[src/rtl/des_pkg.sv]
// DES S-box tables, P permutation and shared types for the des_sbox_unit slice.
package des_pkg;

    typedef logic [5:0] sbox_idx_t;
    typedef logic [3:0] nibble_t;
    typedef enum logic [1:0] {IDLE, BUSY, DONE} state_t;

    // Entry b holds the FIPS value at row {b[5],b[0]}, column b[4:1], so lookups use the raw chunk.
    localparam nibble_t SBOX [8][64] = '{
        '{14, 0, 4,15,13, 7, 1, 4, 2,14,15, 2,11,13, 8, 1, 3,10,10, 6, 6,12,12,11, 5, 9, 9, 5, 0, 3, 7, 8,
           4,15, 1,12,14, 8, 8, 2,13, 4, 6, 9, 2, 1,11, 7,15, 5,12,11, 9, 3, 7,14, 3,10,10, 0, 5, 6, 0,13},
        '{15, 3, 1,13, 8, 4,14, 7, 6,15,11, 2, 3, 8, 4,14, 9,12, 7, 0, 2, 1,13,10,12, 6, 0, 9, 5,11,10, 5,
           0,13,14, 8, 7,10,11, 1,10, 3, 4,15,13, 4, 1, 2, 5,11, 8, 6,12, 7, 6,12, 9, 0, 3, 5, 2,14,15, 9},
        '{10,13, 0, 7, 9, 0,14, 9, 6, 3, 3, 4,15, 6, 5,10, 1, 2,13, 8,12, 5, 7,14,11,12, 4,11, 2,15, 8, 1,
          13, 1, 6,10, 4,13, 9, 0, 8, 6,15, 9, 3, 8, 0, 7,11, 4, 1,15, 2,14,12, 3, 5,11,10, 5,14, 2, 7,12},
        '{ 7,13,13, 8,14,11, 3, 5, 0, 6, 6,15, 9, 0,10, 3, 1, 4, 2, 7, 8, 2, 5,12,11, 1,12,10, 4,14,15, 9,
          10, 3, 6,15, 9, 0, 0, 6,12,10,11, 1, 7,13,13, 8,15, 9, 1, 4, 3, 5,14,11, 5,12, 2, 7, 8, 2, 4,14},
        '{ 2,14,12,11, 4, 2, 1,12, 7, 4,10, 7,11,13, 6, 1, 8, 5, 5, 0, 3,15,15,10,13, 3, 0, 9,14, 8, 9, 6,
           4,11, 2, 8, 1,12,11, 7,10, 1,13,14, 7, 2, 8,13,15, 6, 9,15,12, 0, 5, 9, 6,10, 3, 4, 0, 5,14, 3},
        '{12,10, 1,15,10, 4,15, 2, 9, 7, 2,12, 6, 9, 8, 5, 0, 6,13, 1, 3,13, 4,14,14, 0, 7,11, 5, 3,11, 8,
           9, 4,14, 3,15, 2, 5,12, 2, 9, 8, 5,12,15, 3,10, 7,11, 0,14, 4, 1,10, 7, 1, 6,13, 0,11, 8, 6,13},
        '{ 4,13,11, 0, 2,11,14, 7,15, 4, 0, 9, 8, 1,13,10, 3,14,12, 3, 9, 5, 7,12, 5, 2,10,15, 6, 8, 1, 6,
           1, 6, 4,11,11,13,13, 8,12, 1, 3, 4, 7,10,14, 7,10, 9,15, 5, 6, 0, 8,15, 0,14, 5, 2, 9, 3, 2,12},
        '{13, 1, 2,15, 8,13, 4, 8, 6,10,15, 3,11, 7, 1, 4,10,12, 9, 5, 3, 6,14,11, 5, 0, 0,14,12, 9, 7, 2,
           7, 2,11, 1, 4,14, 1, 7, 9, 4,12,10,14, 8, 2,13, 0,15, 6,12,10, 9,13, 0,15, 3, 3, 5, 5, 6, 8,11}
    };

    // Output bit i (1-based, MSB first) takes input bit P_TABLE[i-1].
    localparam int unsigned P_TABLE [32] = '{
        16,  7, 20, 21, 29, 12, 28, 17,  1, 15, 23, 26,  5, 18, 31, 10,
         2,  8, 24, 14, 32, 27,  3,  9, 19, 13, 30,  6, 22, 11,  4, 25
    };

endpackage

[src/rtl/des_sbox_rom.sv]
// Combinational S-box lookup: one of S1..S8 selected by box_sel, indexed by the raw 6-bit chunk.
module des_sbox_rom
    import des_pkg::*;
(
    input  logic [2:0] box_sel,
    input  sbox_idx_t  idx,
    output nibble_t    nibble
);

    assign nibble = SBOX[box_sel][idx];

endmodule

[src/rtl/des_sbox_unit.sv]
// DES S-box substitution stage: 48-bit word through S1..S8 in 8/LANES cycles, valid/ready on both sides.
// Define DES_SBOX_PPERM_EN to present P(S(x)) on out_data instead of the raw S-box nibbles.
module des_sbox_unit
    import des_pkg::*;
#(
    parameter int unsigned LANES = 4
) (
    input  logic        clk,
    input  logic        rst_n,
    input  logic        in_valid,
    output logic        in_ready,
    input  logic [47:0] in_data,
    output logic        out_valid,
    input  logic        out_ready,
    output logic [31:0] out_data
);

    localparam int unsigned GROUPS = 8 / LANES;
    localparam int unsigned GW     = $clog2(GROUPS) + 1;

    if (!(LANES == 1 || LANES == 2 || LANES == 4 || LANES == 8)) begin : g_bad_lanes
        $error("des_sbox_unit: LANES must be 1, 2, 4 or 8");
    end

    state_t        state;
    logic [GW-1:0] grp;
    logic [47:0]   in_q;
    nibble_t       res_q [8];
    sbox_idx_t     chunk [8];
    logic [2:0]    box_sel [LANES];
    nibble_t       nib [LANES];
    logic [31:0]   sbox_res;

    for (genvar i = 0; i < 8; i++) begin : g_box
        assign chunk[i]               = in_q[47 - 6*i -: 6];
        assign sbox_res[31 - 4*i -: 4] = res_q[i];
    end

    // Lane l handles box grp*LANES + l in the current BUSY cycle.
    for (genvar l = 0; l < LANES; l++) begin : g_lane
        assign box_sel[l] = 3'(32'(grp) * LANES + 32'(l));
        des_sbox_rom u_rom (
            .box_sel (box_sel[l]),
            .idx     (chunk[box_sel[l]]),
            .nibble  (nib[l])
        );
    end

    assign in_ready = (state == IDLE);

    always_ff @(posedge clk or negedge rst_n) begin
        if (!rst_n) begin
            state     <= IDLE;
            out_valid <= 1'b0;
            grp       <= '0;
            in_q      <= '0;
            for (int i = 0; i < 8; i++) res_q[i] <= '0;
        end else begin
            case (state)
                IDLE: begin
                    if (in_valid) begin
                        state <= BUSY;
                        in_q  <= in_data;
                        grp   <= '0;
                        for (int i = 0; i < 8; i++) res_q[i] <= '0;
                    end
                end
                BUSY: begin
                    for (int l = 0; l < LANES; l++) res_q[box_sel[l]] <= nib[l];
                    grp <= grp + 1'b1;
                    if (grp == GW'(GROUPS - 1)) begin
                        state     <= DONE;
                        out_valid <= 1'b1;
                    end
                end
                DONE: begin
                    if (out_ready) begin
                        state     <= IDLE;
                        out_valid <= 1'b0;
                    end
                end
                default: begin
                    state     <= IDLE;
                    out_valid <= 1'b0;
                end
            endcase
        end
    end

`ifdef DES_SBOX_PPERM_EN
    for (genvar i = 0; i < 32; i++) begin : g_pperm
        assign out_data[31 - i] = sbox_res[5'(32 - P_TABLE[i])];
    end
`else
    assign out_data = sbox_res;
`endif

endmodule

[config.mk]
export PLATFORM = sky130hd
export DESIGN_NAME = des_sbox_unit
export DESIGN_NICKNAME = d
export VERILOG_FILES = /design/src/rtl/des_pkg.sv /design/src/rtl/des_sbox_rom.sv /design/src/rtl/des_sbox_unit.sv
export SDC_FILE = /design/constraint.sdc
export NUM_CORES = 1
export LEC_CHECK = 0
export ABC_AREA = 0
export ABC_CLOCK_PERIOD_IN_PS = 4320
export BUFFER_PORTS_ARGS = -buffer_cell sky130_fd_sc_hd__buf_4
export CAP_MARGIN = 20
export CORE_AREA = 4 4 132 134
export CTS_CLUSTER_SIZE = 28
export DETAILED_ROUTE_END_ITERATION = 8
export DIE_AREA = 0 0 136 138
export PLACE_DENSITY_LB_ADDON = 0.08
export SLEW_MARGIN = 30
export SYNTH_ARGS = -nofsm -noshare
export SYNTH_HDL_FRONTEND = slang
export SYNTH_SLANG_ARGS = --single-unit
[constraint.sdc]
create_clock -name clk -period 4.32 [get_ports clk]
set_input_delay 0.432 -clock clk [delete_from_list [all_inputs] [get_ports clk]]
set_output_delay 0.432 -clock clk [all_outputs]
set_load 0.005 [all_outputs]
Word level (Yosys, flattened, before mapping) --
Memories as Yosys holds them, arrays and structs flattened. Cells that the tools add are included.
Operators by class: $add $sub $neg 4, $lt $le $gt $ge 12, equal/unequal tests 6, muxes and demuxes 55, bitwise gates (word level) 9, reduce and logical (&&, ||, !) cells 10
Operators by type and width (number):
- $mux W256 | 8
- $bwmux W32 | 4
- $bmux W4 S6 | 4
- $bmux W6 S3 | 4
- $pmux W32 S2 | 1
- $demux W4 S3 | 4
- $mux W4 | 12
- $mux W6 | 8
- $mux W32 | 1
- $ge A7 B7 Y1 const B | 4
- $not A6 Y7 | 4
- $ge A4 B4 Y1 const B | 4
- $lt A4 B1 Y1 const B | 4
- $not A3 Y4 | 4
- $mux W2 | 4
- $add A3 B2 Y3 const B | 2
- $ne A2 B2 Y1 const B | 3
- $pmux W2 S3 | 1
- $reduce_and A3 Y1 | 2
- $eq A2 B1 Y1 const B | 2
- $logic_and A1 B1 Y1 | 4
- $pmux W2 S2 | 1
- $reduce_and A2 Y1 | 2
- $add A3 B1 Y3 const B | 1
- other kinds (7) | 8
Word-level totals: register bits 85, bits in read-only memories 8192, input port bits 52, output and inout port bits 34, memories kept 4
Memory list:
- (name not given) | depth 8, width 256, rd ports 1, clocked after Yosys merged registers in 0, write ports 0, line des_sbox_rom.sv:10 | assign nibble = SBOX[box_sel][idx];
- (name not given) | depth 8, width 256, rd ports 1, clocked after Yosys merged registers in 0, write ports 0, line des_sbox_rom.sv:10
- (name not given) | depth 8, width 256, rd ports 1, clocked after Yosys merged registers in 0, write ports 0, line des_sbox_rom.sv:10
- (name not given) | depth 8, width 256, rd ports 1, clocked after Yosys merged registers in 0, write ports 0, line des_sbox_rom.sv:10

Logic depth before layout (Yosys ltp) --
depth in word-level cells 13, depth in mapped cells 12

Modules after synthesis --
Synthesis repeated with hierarchy kept, for this count alone.
Second synthesis, totals: cells, all modules 2634, area total of the unflattened synthesis 19142.1 sq um
Modules (own cells, without submodules):
- des_sbox_rom (g_lane[0].u_rom ...) | times used 3, cells an instance 587, area an instance 3860.0 sq um
- des_sbox_unit | times used 1, cells an instance 314, area an instance 3886.2 sq um
- des_sbox_rom (g_lane[2].u_rom) | times used 1, cells an instance 559, area an instance 3676.0 sq um

Worst setup path before layout --
No wires, ideal clock.
kind register to register, start point register grp[0], end point register res_q, in the netlist out_data[13], library setup time 122 ps, data arrival time 2230 ps, data required time 4198 ps, path slack 1969 ps, stages on the path, launching flop included 13, path buffers 4, period minus slack after synthesis 2351 ps, cells stage by stage dfrtp_1 > buf_6 > buf_6 > buf_6 > buf_4 > a21oi_1 > inv_2 > ha_1 > o211ai_1 > o21ai_0 > a211oi_1 > a311oi_1 > a32o_1
On the way: cells in the longest elaborated chain, start to end 13, elaborated cells between the ends (all ways) 72, classes of those cells add/sub: 3; order compare: 8; mux: 45; bitwise: 8; reduce/logical: 4; memory: 4
Ends and longest elaborated chain:
- start, declared | line des_sbox_unit.sv:26 | logic [GW-1:0] grp;
- start signal, assigned | line des_sbox_unit.sv:70 | grp <= grp + 1'b1;
- parallel branches: the longest is 11 deep, another holds $mem_v2 Z8 W256
- $bwmux W32 * | line des_sbox_unit.sv:69 | for (int l = 0; l < LANES; l++) res_q[box_sel[l]] <= nib[l];
- $pmux W32 S2 * | line des_sbox_unit.sv:59 | case (state)
- end, declared | line des_sbox_unit.sv:28 | nibble_t res_q [8];
Every way passes the cells marked *. The select of a mux whose other input is x is not followed. A chain may end at the register's enable or synchronous reset.

Final worst setup path --
Ends and elaborated chain as after synthesis.

==> results.md <==
Synth:
- After synthesis, the share of cell area in mux cells is 4.25%.
- The cell area that synthesis handed to floorplanning was 8330 µm².
- Synthesis produced a netlist whose cell count is 1122.
- During synthesis, Yosys emitted a total of 0 warnings.
- The synthesized netlist net count is 1181.
- Summing the areas of all xor and xnor instances in the mapped netlist gives 3.68% of the synthesized area.
- The simple-gate area share of the yosys netlist is 25.0%.
- The average instance in the mapped netlist occupies 7.42 µm².
- The synthesized design contains 0 enable-type register cells.
- The sequential-to-total area share from yosys stat is 25.5%.
- The post-synthesis share of cell area spent on full adders, half adders and majority gates is 1.05%.
- For this run, the leading register cell type out of synthesis is sky130_fd_sc_hd__dfrtp_1.
- Summing the areas of all compound-gate instances in the mapped netlist gives 33.6% of the synthesized area.
- The number of different library cells used by synthesis comes to 91.
- Of all flip-flops after synthesis, the portion carrying an async set or reset was 100%.
- After synthesis, the largest family of logic cells by area is compound AO/OA/AOI/OAI gates.
- The register bit total from synthesis is 85.

Critical path:
- The critical path class is flop to flop.
- Of all nets on the critical path, the largest fanout is 79.
- On the worst path, the slowest cell contributes a delay of 1.02 ns.
- The slowest cell on the critical path is sky130_fd_sc_hd__dfrtp_4.
- Traced cell by cell, the critical path runs through nor2b_1, a21oi_2, inv_2, ha_1, o211ai_1, o2bb2ai_1, a21oi_1, a311oi_1, a32o_1.
- The endpoint class of the critical path is a flop.
- The family of cells with the greatest summed delay on the critical path is compound AO/OA/AOI/OAI gates.
- STA classifies the critical path startpoint as a flop.
- Together, buffers and inverters on the worst path number 1.
- The critical path arrival is 3.35 ns.
- The endpoint required time on the critical path is 4.62 ns.

Route:
- Once detail routing completed, the nets flagged for antenna violations numbered 0.
- The detail-routed via count per cell is 6.57.
- The total via count after detailed routing is 8899.
- For this run, design rule violations remaining after detail routing come to 0.
- After detailed routing, the total wire length is 27000 µm.
- The count of routing violations after the opening detailed-route iteration is 1310.
- The wire length per cell after detailed routing is 20.0 µm.
- The detailed-router iteration count before antenna repair is 6.

Pwr:
- In this run the static leakage power is 3.74 nW.
- The power density relative to cell area is 997 nW/µm².
- The clock network accounts for 9.0% of the total power.
- For this design the total switching power over the nets is 4.98 mW.
- The power share of the sequential group is 24.5%.
- The worst ir drop on vdd is 0.400 mV.
- The completed layout was analyzed and its total power is 9.13 mW.
- The internal power is 4.15 mW.
- Net switching is 54.6% of the power.
- The portion of total power attributed to combinational logic is 66.4%.

Clock tree:
- Counting along the longest clock path gives a buffer depth of 2.
- The clock root buffer is sky130_fd_sc_hd__clkbuf_16.
- After clock tree synthesis, the setup repair step added 0 buffers.
- In this run, post-CTS repair resized a total of 0 instances.
- The post-CTS clock slew at the launch and capture registers of the worst setup and hold paths is 0.07 ns.
- CTS built an H-tree with a depth of 3.
- The number of buffers added by the clock tree synthesis step is 9.
- The clock drives 85 sinks.
- For the worst-skew pair, the clock arrives at the later sink with an insertion delay of 0.36 ns.
- TritonCTS built the clock tree.
- Buffers inserted to repair hold after CTS numbered 0.

Timing:
- The final setup TNS is 0 ns.
- The least setup slack across all paths after layout is 1.28 ns.
- Setup repair after global routing left no endpoint under its margin.
- For the final database, setup skew stands at 0.00699 ns.
- The count of final max-slew check failures came to 0.
- Derived from the worst setup path, the maximum achievable clock frequency is 0.328 GHz.
- The final critical delay including setup and external delays is 3.04 ns.
- The count of final hold-check violations is 0.
- The final critical path takes up 70.5% of the cycle.
- The count of endpoints failing setup in the final report is 0.
- Headroom to the max-slew limit came out at 41.1%.
- The slew at the pin with the worst max-slew slack is 0.883 ns.

GRT:
- Entering global routing, the biggest net connects 80 pins.
- The total global routing overflow is 0.
- The initial antenna violation count is 0.
- The via count of the first global-routing pass is 7839.
- The global-route wire length before repair is 43100 µm.
- Global routing consumed, over all layers together, 28.1% of the routing resources.

Final layout:
- The layout has 1622 filler cells.
- Across the whole layout, storage elements account for 2130 µm².
- The fraction of layout instances using a drive strength above 1 is 13.4%.
- The antenna diode count is 0.
- The multi-input combinational cells in the finished layout cover a total of 5640 µm².
- At the end of the flow, the number of nets in the layout was 1189.
- Compared with the post-synthesis result, the final layout area differs by 9.97%.

Hold path:
- The worst min-delay path class is primary input to async pin.

Place:
- The count of buffers added on input and output ports is 85.
- At the placement stage, the worst setup path has a slack of 1.37 ns.
- The half-perimeter wire length after detailed placement is 18800 µm.
- The final RePlAce weighted congestion is 1.04.

Floorplan:
- The number of top-level pins is 86.
- The row count is 47.
- The die is 136 µm wide.
- The die is 138 µm tall.
- The area of the placeable core is 16300 µm².
- The starting density of the core is 51.1%.
- The floorplan step defined a die boundary enclosing 18800 µm².

Run status:
- The run finished with clean final reports.

Run:
- Max-cap violations in this run came to 0.
-- synth_stat cells (8+ instances only) --
master,number,area (µm²)
sky130_fd_sc_hd__mux2_2,9,101
sky130_fd_sc_hd__nor3_1,24,120
sky130_fd_sc_hd__nand2b_1,38,238
sky130_fd_sc_hd__a21o_1,10,75.1
sky130_fd_sc_hd__nor2b_1,36,225
sky130_fd_sc_hd__nand3b_1,10,75.1
sky130_fd_sc_hd__o21ai_1,32,160
sky130_fd_sc_hd__o31ai_1,12,90.1
sky130_fd_sc_hd__clkbuf_1,41,154
sky130_fd_sc_hd__a22oi_1,12,90.1
sky130_fd_sc_hd__a211oi_1,21,158
sky130_fd_sc_hd__mux2i_1,15,150
sky130_fd_sc_hd__buf_2,36,180
sky130_fd_sc_hd__o211ai_1,18,135
sky130_fd_sc_hd__nand2_1,194,728
sky130_fd_sc_hd__xnor2_1,26,228
sky130_fd_sc_hd__dfrtp_1,85,2130
sky130_fd_sc_hd__o221ai_1,9,78.8
sky130_fd_sc_hd__a31oi_1,21,131
sky130_fd_sc_hd__a211o_1,8,70.1
sky130_fd_sc_hd__nand3_1,24,120
sky130_fd_sc_hd__nor2_1,58,218
sky130_fd_sc_hd__a32oi_1,8,70.1
sky130_fd_sc_hd__xor2_1,9,78.8
sky130_fd_sc_hd__a21oi_1,66,330
sky130_fd_sc_hd__buf_4,8,60.1
sky130_fd_sc_hd__inv_1,19,71.3
sky130_fd_sc_hd__o21ai_0,84,420
sky130_fd_sc_hd__o22ai_1,8,50.1
sky130_fd_sc_hd__a311oi_1,11,96.3
-- metrics by stage --
stage / utilization, % / hold WS, ns / instances / cell area (µm²)
after global placement: 54.4 / 0.464 / 1339 / 8850
after detailed placement: 54.4 / 0.469 / 1339 / 8850
after floorplan: - / 0.136 / 1122 / 8330
final: 56.2 / 0.111 / 1355 / 9160
after CTS: 56.2 / 0.147 / 1355 / 9160
after global routing: 56.2 / 0.179 / 1355 / 9160
-- power groups by stage --
stage | logic, mW | clock network (mW) | registers, mW
6_report | 6.07 | 0.826 | 2.24
5_1_grt | 6.62 | 0.872 | 2.33
4_1_cts | 5.94 | 0.839 | 2.20
3_5_place_dp | 5.90 | 0 | 2.21
3_3_place_gp | 5.96 | 0 | 2.23
2_1_floorplan | 5.13 | 0 | 1.43
-- registers in the layout (all words and copies together), names as in the netlist --
signal	cells
chunk	48
grp	2
out_data	32
out_valid	1
state	2
-- cell usage in the layout (no fill, tap or decap), types with 10 or more instances in the layout --
cell type                  count
sky130_fd_sc_hd__a211oi_1     21
sky130_fd_sc_hd__nand3_1      24
sky130_fd_sc_hd__nor3_1       24
sky130_fd_sc_hd__inv_1        19
sky130_fd_sc_hd__dfrtp_1      84
sky130_fd_sc_hd__o211ai_1     18
sky130_fd_sc_hd__o21ai_0      84
sky130_fd_sc_hd__buf_4        91
sky130_fd_sc_hd__nor2b_1      36
sky130_fd_sc_hd__o31ai_1      12
sky130_fd_sc_hd__a21o_1       10
sky130_fd_sc_hd__xnor2_1      26
sky130_fd_sc_hd__nor2_1       57
sky130_fd_sc_hd__a31oi_1      21
sky130_fd_sc_hd__mux2i_1      14
sky130_fd_sc_hd__a311oi_1     11
sky130_fd_sc_hd__a22oi_1      12
sky130_fd_sc_hd__o21ai_1      32
sky130_fd_sc_hd__nand2_1     194
sky130_fd_sc_hd__nand2b_1     38
sky130_fd_sc_hd__nand3b_1     10
sky130_fd_sc_hd__a21oi_1      66
-- final timing paths --
kind	cells past startpoint	start	slack, ns	endpoint
max reg2reg	9	grp[0]	1.28	out_data[13]
min in group clk	3	in_data[27]	0.25	chunk[27]
max in group asynchronous	2	rst_n	3.29	chunk[37]
min	1	rst_n	0.11	out_data[6]
min reg2reg	2	out_data[12]	0.48	out_data[12]
max	9	grp[0]	1.28	out_data[13]
-- area by class of cell --
class	instances	share of cell area [%]
clock inverters	5	0.642
well taps	220	3.00
multi-input cells	916	61.5
clock buffers	11	2.65
repair buffers	93	7.89
inverters	25	1.02
flip-flops and latches	85	23.3
-- layer usage --
metal | share of wire [%] | GRT usage [%] | up-vias
met5 | 0 | 0 | -
met4 | 2.8 | 10.6 | 0
met3 | 7.2 | 3.67 | 73
met2 | 45 | 43.0 | 492
met1 | 45 | 40.3 | 4183
li1 | - | - | 4151
-- cell families after synthesis --
family                     count (synthesis)
muxes                                     30
and+or+nand+nor                          435
buffers and inverters                    121
DFF                                       85
adders and majority gates                  7
AOI/OAI and AO/OA                        409
xor gates and xnor gates                  35
Power figures use the tool's default switching activity.
